--- src/rtl/cdr_loop_filter.sv ---
// CDR digital loop filter: majority-votes bang-bang phase detector decisions over a
// fixed window, then applies a proportional + integral update to a wrapping phase
// accumulator whose upper bits drive the phase interpolator.
module cdr_loop_filter #(
  parameter int unsigned WIN       = 16,
  parameter int unsigned PI_BITS   = 7,
  parameter int unsigned FRAC_BITS = 4,
  parameter int unsigned FREQ_BITS = 10,
  parameter int unsigned KP        = 16,
  parameter int unsigned KI_SHIFT  = 2
) (
  input  logic                 clk,
  input  logic                 rst,
  input  logic                 en,
  input  logic [1:0]           decision,
  output logic [PI_BITS-1:0]   pi_code,
  output logic                 pi_update,
  output logic [FREQ_BITS-1:0] freq_word
);

  localparam int unsigned SW = $clog2(WIN);
  localparam int unsigned VW = SW + 2;
  localparam int unsigned PW = PI_BITS + FRAC_BITS;
  // Wide enough to sign-extend the frequency word before shifting.
  localparam int unsigned AW = ((PW > FREQ_BITS) ? PW : FREQ_BITS) + 2;

  localparam logic signed [FREQ_BITS-1:0] FreqOne = {{(FREQ_BITS-1){1'b0}}, 1'b1};
  localparam logic signed [FREQ_BITS-1:0] FreqMax = {1'b0, {(FREQ_BITS-1){1'b1}}};
  localparam logic signed [FREQ_BITS-1:0] FreqMin = {1'b1, {(FREQ_BITS-2){1'b0}}, 1'b1};

  localparam logic [1:0] DecLate  = 2'b01;
  localparam logic [1:0] DecEarly = 2'b10;

  logic [SW-1:0]               slot_q, slot_d;
  logic signed [VW-1:0]        vote_q, vote_d;
  logic signed [VW-1:0]        vote_step, vote_sum;
  logic [PW-1:0]               phase_q, phase_d;
  logic signed [FREQ_BITS-1:0] freq_q, freq_d, freq_new;
  logic                        update_q, update_d;
  logic                        win_close;
  logic                        dir_up, dir_dn;
  logic [PW-1:0]               kp_term, ki_term;

  // Vote contribution of the current decision; 2'b11 is treated as no decision.
  always_comb begin
    vote_step = '0;
    case (decision)
      DecEarly: vote_step = {{(VW-1){1'b0}}, 1'b1};
      DecLate:  vote_step = '1;
      default:  vote_step = '0;
    endcase
  end

  // Window-close decode, direction from the final vote, and saturating integrator.
  always_comb begin
    vote_sum  = vote_q + vote_step;
    win_close = en && (slot_q == SW'(WIN - 1));
    dir_dn    = vote_sum[VW-1];
    dir_up    = !vote_sum[VW-1] && (vote_sum != '0);
    freq_new  = freq_q;
    if (dir_up && (freq_q != FreqMax)) begin
      freq_new = freq_q + FreqOne;
    end else if (dir_dn && (freq_q != FreqMin)) begin
      freq_new = freq_q - FreqOne;
    end
  end

  // Phase step terms, computed modulo the accumulator width so wrap is implicit.
  always_comb begin
    kp_term = '0;
    if (dir_up) begin
      kp_term = PW'(KP);
    end else if (dir_dn) begin
      kp_term = '0 - PW'(KP);
    end
    ki_term = PW'($signed({{(AW-FREQ_BITS){freq_new[FREQ_BITS-1]}}, freq_new}) >>> KI_SHIFT);
  end

  // Next-state: accumulate votes per qualified slot, update loop state at window close.
  always_comb begin
    slot_d   = slot_q;
    vote_d   = vote_q;
    phase_d  = phase_q;
    freq_d   = freq_q;
    update_d = 1'b0;
    if (en) begin
      if (win_close) begin
        slot_d   = '0;
        vote_d   = '0;
        freq_d   = freq_new;
        phase_d  = phase_q + kp_term + ki_term;
        update_d = 1'b1;
      end else begin
        slot_d = slot_q + SW'(1);
        vote_d = vote_sum;
      end
    end
  end

  // State registers; synchronous reset discards any partial window.
  always_ff @(posedge clk) begin
    if (rst) begin
      slot_q   <= '0;
      vote_q   <= '0;
      phase_q  <= '0;
      freq_q   <= '0;
      update_q <= 1'b0;
    end else begin
      slot_q   <= slot_d;
      vote_q   <= vote_d;
      phase_q  <= phase_d;
      freq_q   <= freq_d;
      update_q <= update_d;
    end
  end

  assign pi_code   = phase_q[PW-1:FRAC_BITS];
  assign freq_word = freq_q;
  assign pi_update = update_q;

endmodule

--- config.mk ---
export PLATFORM = sky130hd
export DESIGN_NAME = cdr_loop_filter
export DESIGN_NICKNAME = d
export VERILOG_FILES = /design/src/rtl/cdr_loop_filter.sv
export SDC_FILE = /design/constraint.sdc
export NUM_CORES = 1
export LEC_CHECK = 0
export ABC_AREA = 1
export BUFFER_PORTS_ARGS = -buffer_cell sky130_fd_sc_hd__buf_2
export CORE_MARGIN = 2
export CORE_UTILIZATION = 61
export DETAILED_ROUTE_END_ITERATION = 16
export HOLD_SLACK_MARGIN = 0.06
export PLACE_DENSITY = 0.81
export SETUP_SLACK_MARGIN = 0.4
export SLEW_MARGIN = 5
export SYNTH_ARGS = -nofsm -noshare
export SYNTH_HDL_FRONTEND = slang
export SYNTH_SLANG_ARGS = --single-unit
--- constraint.sdc ---
create_clock -name clk -period 4.81 [get_ports clk]
set_clock_uncertainty 0.2 [all_clocks]
set_input_delay 0.2405 -clock clk [delete_from_list [all_inputs] [get_ports clk]]
set_output_delay 0.2405 -clock clk [all_outputs]
set_load 0.05 [all_outputs]
==> results summary, run 1 <==
The total number of vias is between 2k and 3k. The pin count of the biggest net entering global routing is 15. The synthesis-to-finish area growth is 8.04%. Counting distinct cell types in the post-synthesis netlist gives 40. The number of buffers and inverters on the critical path is 5.

The largest total area in the synthesized netlist belongs to sky130_fd_sc_hd__dfxtp_1. After detailed routing, the number of vias per cell comes to ~5.4. The reported leakage power came out at 1.60 nW.

Among the stages of the critical path, the cell type that occurs most often is sky130_fd_sc_hd__nand2_1. The die boundary width came out at 71.8 um. Once placement completed, the tool counted placed cells totaling 465. The total of endpoints with negative setup slack in the final report came out at 0.

The sort of element at the end of the critical path is a register. For this run, the number of standard cells in the final layout without fillers is approximately 480. The maximum root-to-sink buffer count is 2. With fillers left out, the area of the finished cells amounts to 3030 um^2. The gate count after technology mapping came out at roughly 410. For this run, the leading register cell type out of synthesis is sky130_fd_sc_hd__dfxtp_1. The core footprint came out at ~4400 um^2.

The number of flops mapped to enable cells by yosys is 0. The data arrival time of the critical path came out at 4.12 ns. The worst hold slack came out at 0.0640 ns. Clock tree synthesis selected as its root buffer the cell sky130_fd_sc_hd__clkbuf_8.

The library cells used most frequently in the layout, excluding fill and tap cells, are 97 x sky130_fd_sc_hd__nand2_1, 59 x sky130_fd_sc_hd__inv_1, 34 x sky130_fd_sc_hd__nor2_1. Setup repair after global routing left no endpoint under its margin. The gate family responsible for the most delay along the worst path is simple AND/OR/NAND/NOR gates.

STA classifies the critical path startpoint as a register. After the first detailed-routing iteration, the DRC count stood at 199. The routed length per placed instance is 13.3 um. The placed cell area is around 2900 um^2.

Data on the critical path is required at its endpoint by about 4.8 ns. The delay contributed by the slowest stage of the critical path is between 0.5 and 0.6 ns. In this run the number of cells on the critical path is 26. The run finished with clean final reports. The CTS tree is built. The slowest stage of the critical path belongs to the cell sky130_fd_sc_hd__fa_1. The number of iterations in the first detailed-routing pass came out at 4.

In this run the tool buffered the top-level ports with 22 buffer cells. The worst setup slack after placement came out at about 0.13 ns. In the final layout, the share of cells above drive strength 1 is 17.2%. The proportion of synthesized flip-flops having asynchronous set or reset came out at 0%. In this run the core area contains 24 standard-cell rows.

Dividing the synthesized area by the synthesized cell count gives slightly below 7 um^2. The number of clock buffers added by TritonCTS is 5. The commonest non-fill, non-tap cell in the layout is sky130_fd_sc_hd__nand2_1. The areal power density over the cells is between 200 and 300 nW/um^2. The total half-perimeter wirelength after legalization and detailed placement is between 4 and 5 mm. The depth of the CTS H-tree is 2. The depth of the worst hold-timing path came out at 2. The final layout net count came out at around 460.

The min-delay analysis places its worst path in the category in2reg. The post-synth net total came out at ~440. The diode insertion count for antenna repair came out at 0. By area the synthesized netlist is led by sky130_fd_sc_hd__dfxtp_1 23%, sky130_fd_sc_hd__nand2_1 13%, sky130_fd_sc_hd__ha_1 9.4%. The die covers ~5000 um^2. The combined area of all synthesized cells came out at ~2800 um^2. The number of global-route vias before repair came out at roughly 2.4k. The part of the cycle the worst path needs came out at between 80 and 90%. Summed over all layers, the global routing overflow is 0. The remaining antenna violation count is 0.

The final wirelength came out at 6.33 mm. The number of hold violations in the final report is 0. The post-route minimum period is between 4 and 5 ns.

The setup path with the least slack is of type reg2reg. The sequential-to-total area share from yosys stat is 22.9%. The clock latency at the later pin of the worst-skew pair came out at slightly below 0.3 ns.

Overall power consumption after layout is estimated at between 800 and 900 uW. The clock drives 32 sinks. The aggregate global-route resource usage is 26.1%. In the final timing run, aggregate negative setup slack is 0 ns. The worst path setup slack after routing is 0.652 ns. The top cell type's share of synthesized area is about 23%. The effective utilization at floorplan is around 64%. The maximum VDD drop is about 0.17 mV. The number of placed I/O pins is 23.

The final core area utilization is 69.0%. The number of cells on the worst reg-to-reg path is 26. The number of slew-limit violations in the final report came out at 0. The first global-routing pass estimated about 11 mm of wire.

In this run the worst path has a maximum fanout of 11. The clock-pin slew on the worst setup and hold paths came out at approximately 0.070 ns. The number of antenna violations at the first check in global routing came out at 0. The maximum clock frequency is approximately 240 MHz. The die boundary height came out at 71.8 um. The count of state elements after synthesis is 32. The last weighted congestion value of the routability-driven placer came out at around 0.94. The headroom to the max-slew limit came out at 63.3%. After detailed routing, the number of remaining DRC violations is 0.

The tool flagged a number of max-cap violations equal to 0. The number of warnings issued by yosys is 0. For the pin with the worst max-slew slack, the measured transition is ~0.55 ns.
cell type report:
type,instances,area (um^2)
Clock buffer,7,96.3
Tap cell,52,65.1
Fill cell,378,1360
Sequential cell,32,642
Timing Repair Buffer,27,148
Multi-Input combinational cell,292,1820
Inverter,66,258
sequential cells by signal (all words and copies together) (netlist names):
name       cells
pi_update      1
phase_q       11
vote_q         6
slot_q         4
freq_word     10
power breakdown:
part | switching, mW | internal [mW] | leakage (nW)
Combinational | 0.188 | 0.112 | 1.29
Sequential | 0.00557 | 0.271 | 0.260
Clock | 0.101 | 0.127 | 0.0503
Total | 0.295 | 0.510 | 1.60
cell usage after synthesis (2+ instances only):
cell type / n
sky130_fd_sc_hd__ha_1: 21
sky130_fd_sc_hd__o21ai_0: 13
sky130_fd_sc_hd__nand3_1: 23
sky130_fd_sc_hd__nand2_1: 98
sky130_fd_sc_hd__nand2_4: 2
sky130_fd_sc_hd__clkbuf_1: 4
sky130_fd_sc_hd__nand4_1: 6
sky130_fd_sc_hd__nand3_4: 2
sky130_fd_sc_hd__a21oi_2: 2
sky130_fd_sc_hd__inv_1: 59
sky130_fd_sc_hd__nand3_2: 3
sky130_fd_sc_hd__xor2_1: 18
sky130_fd_sc_hd__buf_6: 3
sky130_fd_sc_hd__nor2_4: 2
sky130_fd_sc_hd__o22ai_1: 7
sky130_fd_sc_hd__buf_4: 7
sky130_fd_sc_hd__xnor2_1: 4
sky130_fd_sc_hd__dfxtp_1: 32
sky130_fd_sc_hd__a21o_1: 2
sky130_fd_sc_hd__inv_4: 2
sky130_fd_sc_hd__nor4_1: 2
sky130_fd_sc_hd__nor2_1: 34
sky130_fd_sc_hd__fa_1: 7
sky130_fd_sc_hd__or2_2: 2
sky130_fd_sc_hd__o21ai_1: 7
sky130_fd_sc_hd__nand2_2: 9
sky130_fd_sc_hd__a22o_1: 2
sky130_fd_sc_hd__nor2_2: 2
sky130_fd_sc_hd__a21oi_1: 16
sky130_fd_sc_hd__inv_2: 4
per-layer routing:
metal	vias to the layer above	wire, um	global-route usage [%]
met5	-	0	0
met4	0	83	8.60
met3	8	348	3.80
met2	70	3020	42.9
met1	1163	2880	35.3
li1	1311	-	-
logic make-up after synthesis:
| logic type | share of synthesized area [%] |
|---|---|
| AOI/OAI and AO/OA | 10.4 |
| and+or+nand+nor | 32.5 |
| adders and majority gates | 14.4 |
| xor gates and xnor gates | 6.88 |
| DFF | 22.9 |
| buffers and inverters | 13.0 |
path summary, 6_finish.rpt:
| kind | to | slack [ns] | startpoint |
|---|---|---|---|
| max | phase_q[8]$_SDFFE_PP0P_ | 0.65 | vote_q[1]$_SDFFE_PP0P_ |
| min | vote_q[1]$_SDFFE_PP0P_ | 0.06 | rst |
| max reg2reg | phase_q[8]$_SDFFE_PP0P_ | 0.65 | vote_q[1]$_SDFFE_PP0P_ |
| min reg2reg | phase_q[2]$_SDFFE_PP0P_ | 0.27 | phase_q[2]$_SDFFE_PP0P_ |
timing repair:
action / 4_1_cts / 5_1_grt
endpoints found under the setup margin: 1 / 3
hold buffers: 0 / 0
buffers inserted: 0 / 4
pin swaps: 0 / 0
gates resized for setup: 1 / 6
(Power assumes the default switching activity.)
==> run 2, diff against run 1 <==
Settings changed: BUFFER_PORTS_ARGS -buffer_cell sky130_fd_sc_hd__buf_2 to -buffer_cell sky130_fd_sc_hd__buf_4.
==> run 2 against run 1 <==
  * Register-to-register slack improved by 0.07 ns
  * Via count increased by 0.67%
  * Global-route usage decreased by 0.40 points
  * Combinational power increased by 2%
  * Total power increased by 1.3%
  * Clock-buffer cell count unchanged
  * Setup slack improved by 0.048 ns
  * Critical path depth increased by 1
  * Clock power increased by 2%
  * Sequential cell count unchanged
  * Highest routed layer unchanged
==> results summary, run 2 (same netlist as run 1, synthesis figures left out) <==
The flow ran to the end, and the final reports show no timing, DRC or antenna violations. The number of iterations in the first detailed-routing pass is 4 (unchanged). The number of filler cells placed in the layout is 365 (-3.4%). The met3 track demand over resource in global routing is 3.09% (-0.70 points).

The die boundary width was 71.8 um (unchanged). In this run the critical register-to-register path is captured at phase_q[8]$_SDFFE_PP0P_. The fraction of power consumed by the clock network is 28.7% (+0.2 points). The path with the worst hold slack has its endpoint at phase_q[3]$_SDFFE_PP0P_. The post-route minimum period came out at 4.11 ns (-0.0475 ns).

The maximum VDD drop is 0.181 mV (+7.1%). The combinational power share is 37.4% (+0.2 points). The final layout net count came out at 458 (+0.22%).

The global-route wire length before repair is 10.6 mm (+0.19%). The final wirelength came to 6.20 mm (-2.0%). The met2 global-route usage is 42.7% (-0.21 points).

The fraction of power spent switching nets came to 37.3% (+0.64 points). The sequential cell area is 642 um^2 (unchanged). The depth of the worst hold-timing path is 2 (unchanged). The number of clock sinks came out at 32 (unchanged). The areal power density over the cells came out at 263 nW/um^2 (-1.2%). After global routing, the most crowded layer is met2.

The instance count after placement with tap cells included came out at 465 (unchanged). The library cell used most frequently in the layout, excluding fill and tap cells, is sky130_fd_sc_hd__nand2_1. The data arrival time of the critical path came out at 4.08 ns (-0.04 ns). The worst register-to-register path begins at vote_q[1]$_SDFFE_PP0P_. The site row count came out at 24 (unchanged). The die boundary height came out at 71.8 um (unchanged). The total half-perimeter wirelength after legalization and detailed placement came to 4.77 mm (-0.61%).

The number of global-route vias before repair is 2355 (-0.34%). The final core area utilization is 70.7% (+1.7 points). Ranked by flip-flop count, first place goes to phase_q. The slew of the pin with the lowest slew margin is 0.527 ns (-0.0217 ns). The maximum clock frequency was 243 MHz (+1.2%). The tree is rooted in a sky130_fd_sc_hd__clkbuf_8.

The placed cell area is 2930 um^2 (+1.9%). The data required time of the worst path came out at 4.78 ns (about the same). The aggregate global-route resource usage came out at 25.7% (-0.40 points).

The flip-flop count of the largest register, all copies and words added came to 11 (unchanged). The remaining antenna violation count came out at 0 (unchanged). The routed length per placed instance came to 13.0 um (-2.2%). The last weighted congestion value of the routability-driven placer came out at 0.906 (-3.7%). The number of slew-limit violations in the final report came to 0 (unchanged).

The number of placed I/O pins came out at 23 (unchanged). The setup TNS was 0 ns (unchanged). The total die area is 5150 um^2 (unchanged). The worst reg-to-reg path cell count is 26 (unchanged). The global-route congestion overflow total came out at 0 (unchanged).

The clock latency at the later pin of the worst-skew pair came out at 0.29 ns (about the same). The CTS tree is built. Compared with the post-synthesis result, the final layout area differs by 10.7%. The post-route standard cell area excluding fillers was 3100 um^2 (+2.4%). The multi-input gate area in the final layout is 1820 um^2 (+0.34%). The reported leakage power came out at 1.61 nW (+0.52%). The number of design-rule violations left by the first detailed-router iteration came out at 189 (-5.0%). The total CTS buffers was 5 (unchanged).

The headroom to the max-slew limit is 64.7% (+1.5 points). The internal reg-to-reg setup slack is 0.72 ns (+0.07 ns). The met1 track demand over resource came out at 35.1% (-0.23 points). The total of max-cap violations came to 0 (unchanged). The number of antenna violations at the first check in global routing came out at 0 (unchanged). The detailed-route vias per instance is 5.39 (+0.46%). The DRC violations left is 0 (unchanged). The maximum root-to-sink buffer count came out at 2 (unchanged). The effective utilization at floorplan is 63.9% (unchanged). The critical path is of the in2reg type. The number of buffer cells added on primary ports came out at 22 (unchanged). The peak fanout along the critical path is 10 (-1). The worst hold path belongs to the class reg2reg. The part of the cycle the worst path needs was 85.5% (-0.99 points).

The post-layout instance count excluding filler cells came out at 477 (+0.21%). The worst setup path is captured at a register. The core footprint is 4380 um^2 (unchanged). In this run the most critical hold path is launched from phase_q[3]$_SDFFE_PP0P_. The number of hold violations in the final report was 0 (unchanged). The depth of the CTS H-tree came to 2 (unchanged).

The total number of vias is 2569 (+0.67%). The total of endpoints with negative setup slack in the final report is 0 (unchanged). STA classifies the critical path startpoint as an input port. The sequential fraction of design power came out at 33.9% (-0.4 points).

The internal power is 511 uW (+0.23%). The pin count of the biggest net entering global routing came out at 15 (unchanged). The share of cells above drive strength 1 is 16.7% (-0.51 points). Setup repair after global routing left no endpoint under its margin. The diode insertion count for antenna repair is 0 (unchanged). The top cell types in the final layout, fill and taps aside, are 97 x sky130_fd_sc_hd__nand2_1, 59 x sky130_fd_sc_hd__inv_1, 34 x sky130_fd_sc_hd__nor2_1. The clock-pin slew on the worst setup and hold paths is 0.07 ns (about the same). The net load switching power came out at 303 uW (+3.0%).
## run 2: changes by cell type in the layout (fill, tap and decap cells not counted)
| cell | delta |
|---|---|
| sky130_fd_sc_hd__ha_2 | -1 |
| sky130_fd_sc_hd__dlygate4sd3_1 | +2 |
| sky130_fd_sc_hd__buf_4 | +21 |
| sky130_fd_sc_hd__nor4_4 | +1 |
| sky130_fd_sc_hd__buf_2 | -22 |
| sky130_fd_sc_hd__o21ai_0 | +1 |
| sky130_fd_sc_hd__nor4_2 | -1 |
| sky130_fd_sc_hd__ha_1 | +1 |
| sky130_fd_sc_hd__o21ai_1 | -1 |
## run 2: how the worst max path moves through the flow
stage                                 from                       end  slack (ns)  depth (start not counted)
CTS                 vote_q[1]$_SDFFE_PP0P_  phase_q[10]$_SDFFE_PP0P_        0.44                         25
global route                   decision[1]   phase_q[9]$_SDFFE_PP0P_        0.40                         24
finish                         decision[1]   phase_q[8]$_SDFFE_PP0P_        0.70                         27
global placement               decision[0]  phase_q[10]$_SDFFE_PP0P_        0.24                         26
floorplan                      decision[1]   phase_q[9]$_SDFFE_PP0P_        0.69                         27
detailed placement             decision[1]  phase_q[10]$_SDFFE_PP0P_        0.19                         27
## run 2: timing repair
action                                 4_1_cts  5_1_grt
buffers inserted                             0        3
endpoints found under the hold margin        8        0
gates resized for setup                      0        6
setup endpoints to repair                    0        3
hold buffers                                 2        0
## run 2: cell type report
type                    count  area share, %
clock buffers               7           3.11
repair buffers             28           6.94
flip-flops and latches     32           20.7
multi-input cells         292           58.8
inverters                  66           8.32
well taps                  52           2.10
## run 2: critical path: stages
cell and delay [ns]:
sky130_fd_sc_hd__buf_4 0.08, sky130_fd_sc_hd__inv_1 0.05, sky130_fd_sc_hd__ha_1 0.26, sky130_fd_sc_hd__inv_1 0.03
sky130_fd_sc_hd__ha_1 0.22, sky130_fd_sc_hd__ha_1 0.30, sky130_fd_sc_hd__or2_2 0.29, sky130_fd_sc_hd__nor2_1 0.17
sky130_fd_sc_hd__nand3_2 0.13, sky130_fd_sc_hd__nand3_4 0.13, sky130_fd_sc_hd__inv_1 0.11, sky130_fd_sc_hd__nand2_1 0.07
sky130_fd_sc_hd__nand2_1 0.09, sky130_fd_sc_hd__fa_1 0.51, sky130_fd_sc_hd__inv_1 0.04, sky130_fd_sc_hd__ha_1 0.32
sky130_fd_sc_hd__nand2_1 0.08, sky130_fd_sc_hd__inv_1 0.06, sky130_fd_sc_hd__nand2_1 0.04, sky130_fd_sc_hd__nand2_1 0.08
sky130_fd_sc_hd__a21oi_1 0.06, sky130_fd_sc_hd__or2_2 0.30, sky130_fd_sc_hd__nand2_1 0.06, sky130_fd_sc_hd__nand2_1 0.04
sky130_fd_sc_hd__nand2_1 0.06, sky130_fd_sc_hd__xor2_1 0.15, sky130_fd_sc_hd__o22ai_1 0.08
## run 2: power groups by stage
stage               Combinational, mW  Sequential (mW)  Clock, mW
floorplan                       0.231            0.280          0
global placement                0.270            0.282          0
detailed placement              0.277            0.282          0
CTS                             0.280            0.276      0.233
global route                    0.343            0.277      0.242
finish                          0.305            0.276      0.234
## run 2: routing by layer
layer	part of all wire, %	vias up	wire (um)
li1	-	1324	-
met1	46	1170	2870
met2	47	67	2940
met3	5.2	8	322
met4	1.2	0	73
met5	0	-	0
## run 2: per-stage QoR
step                total power, mW  hold WS (ns)  setup WS [ns]
floorplan                     0.511         0.195          0.694
global placement              0.552         0.255          0.238
detailed placement            0.559         0.265          0.193
CTS                           0.789         0.281          0.441
global route                  0.862         0.301          0.399
finish                        0.814         0.271          0.700
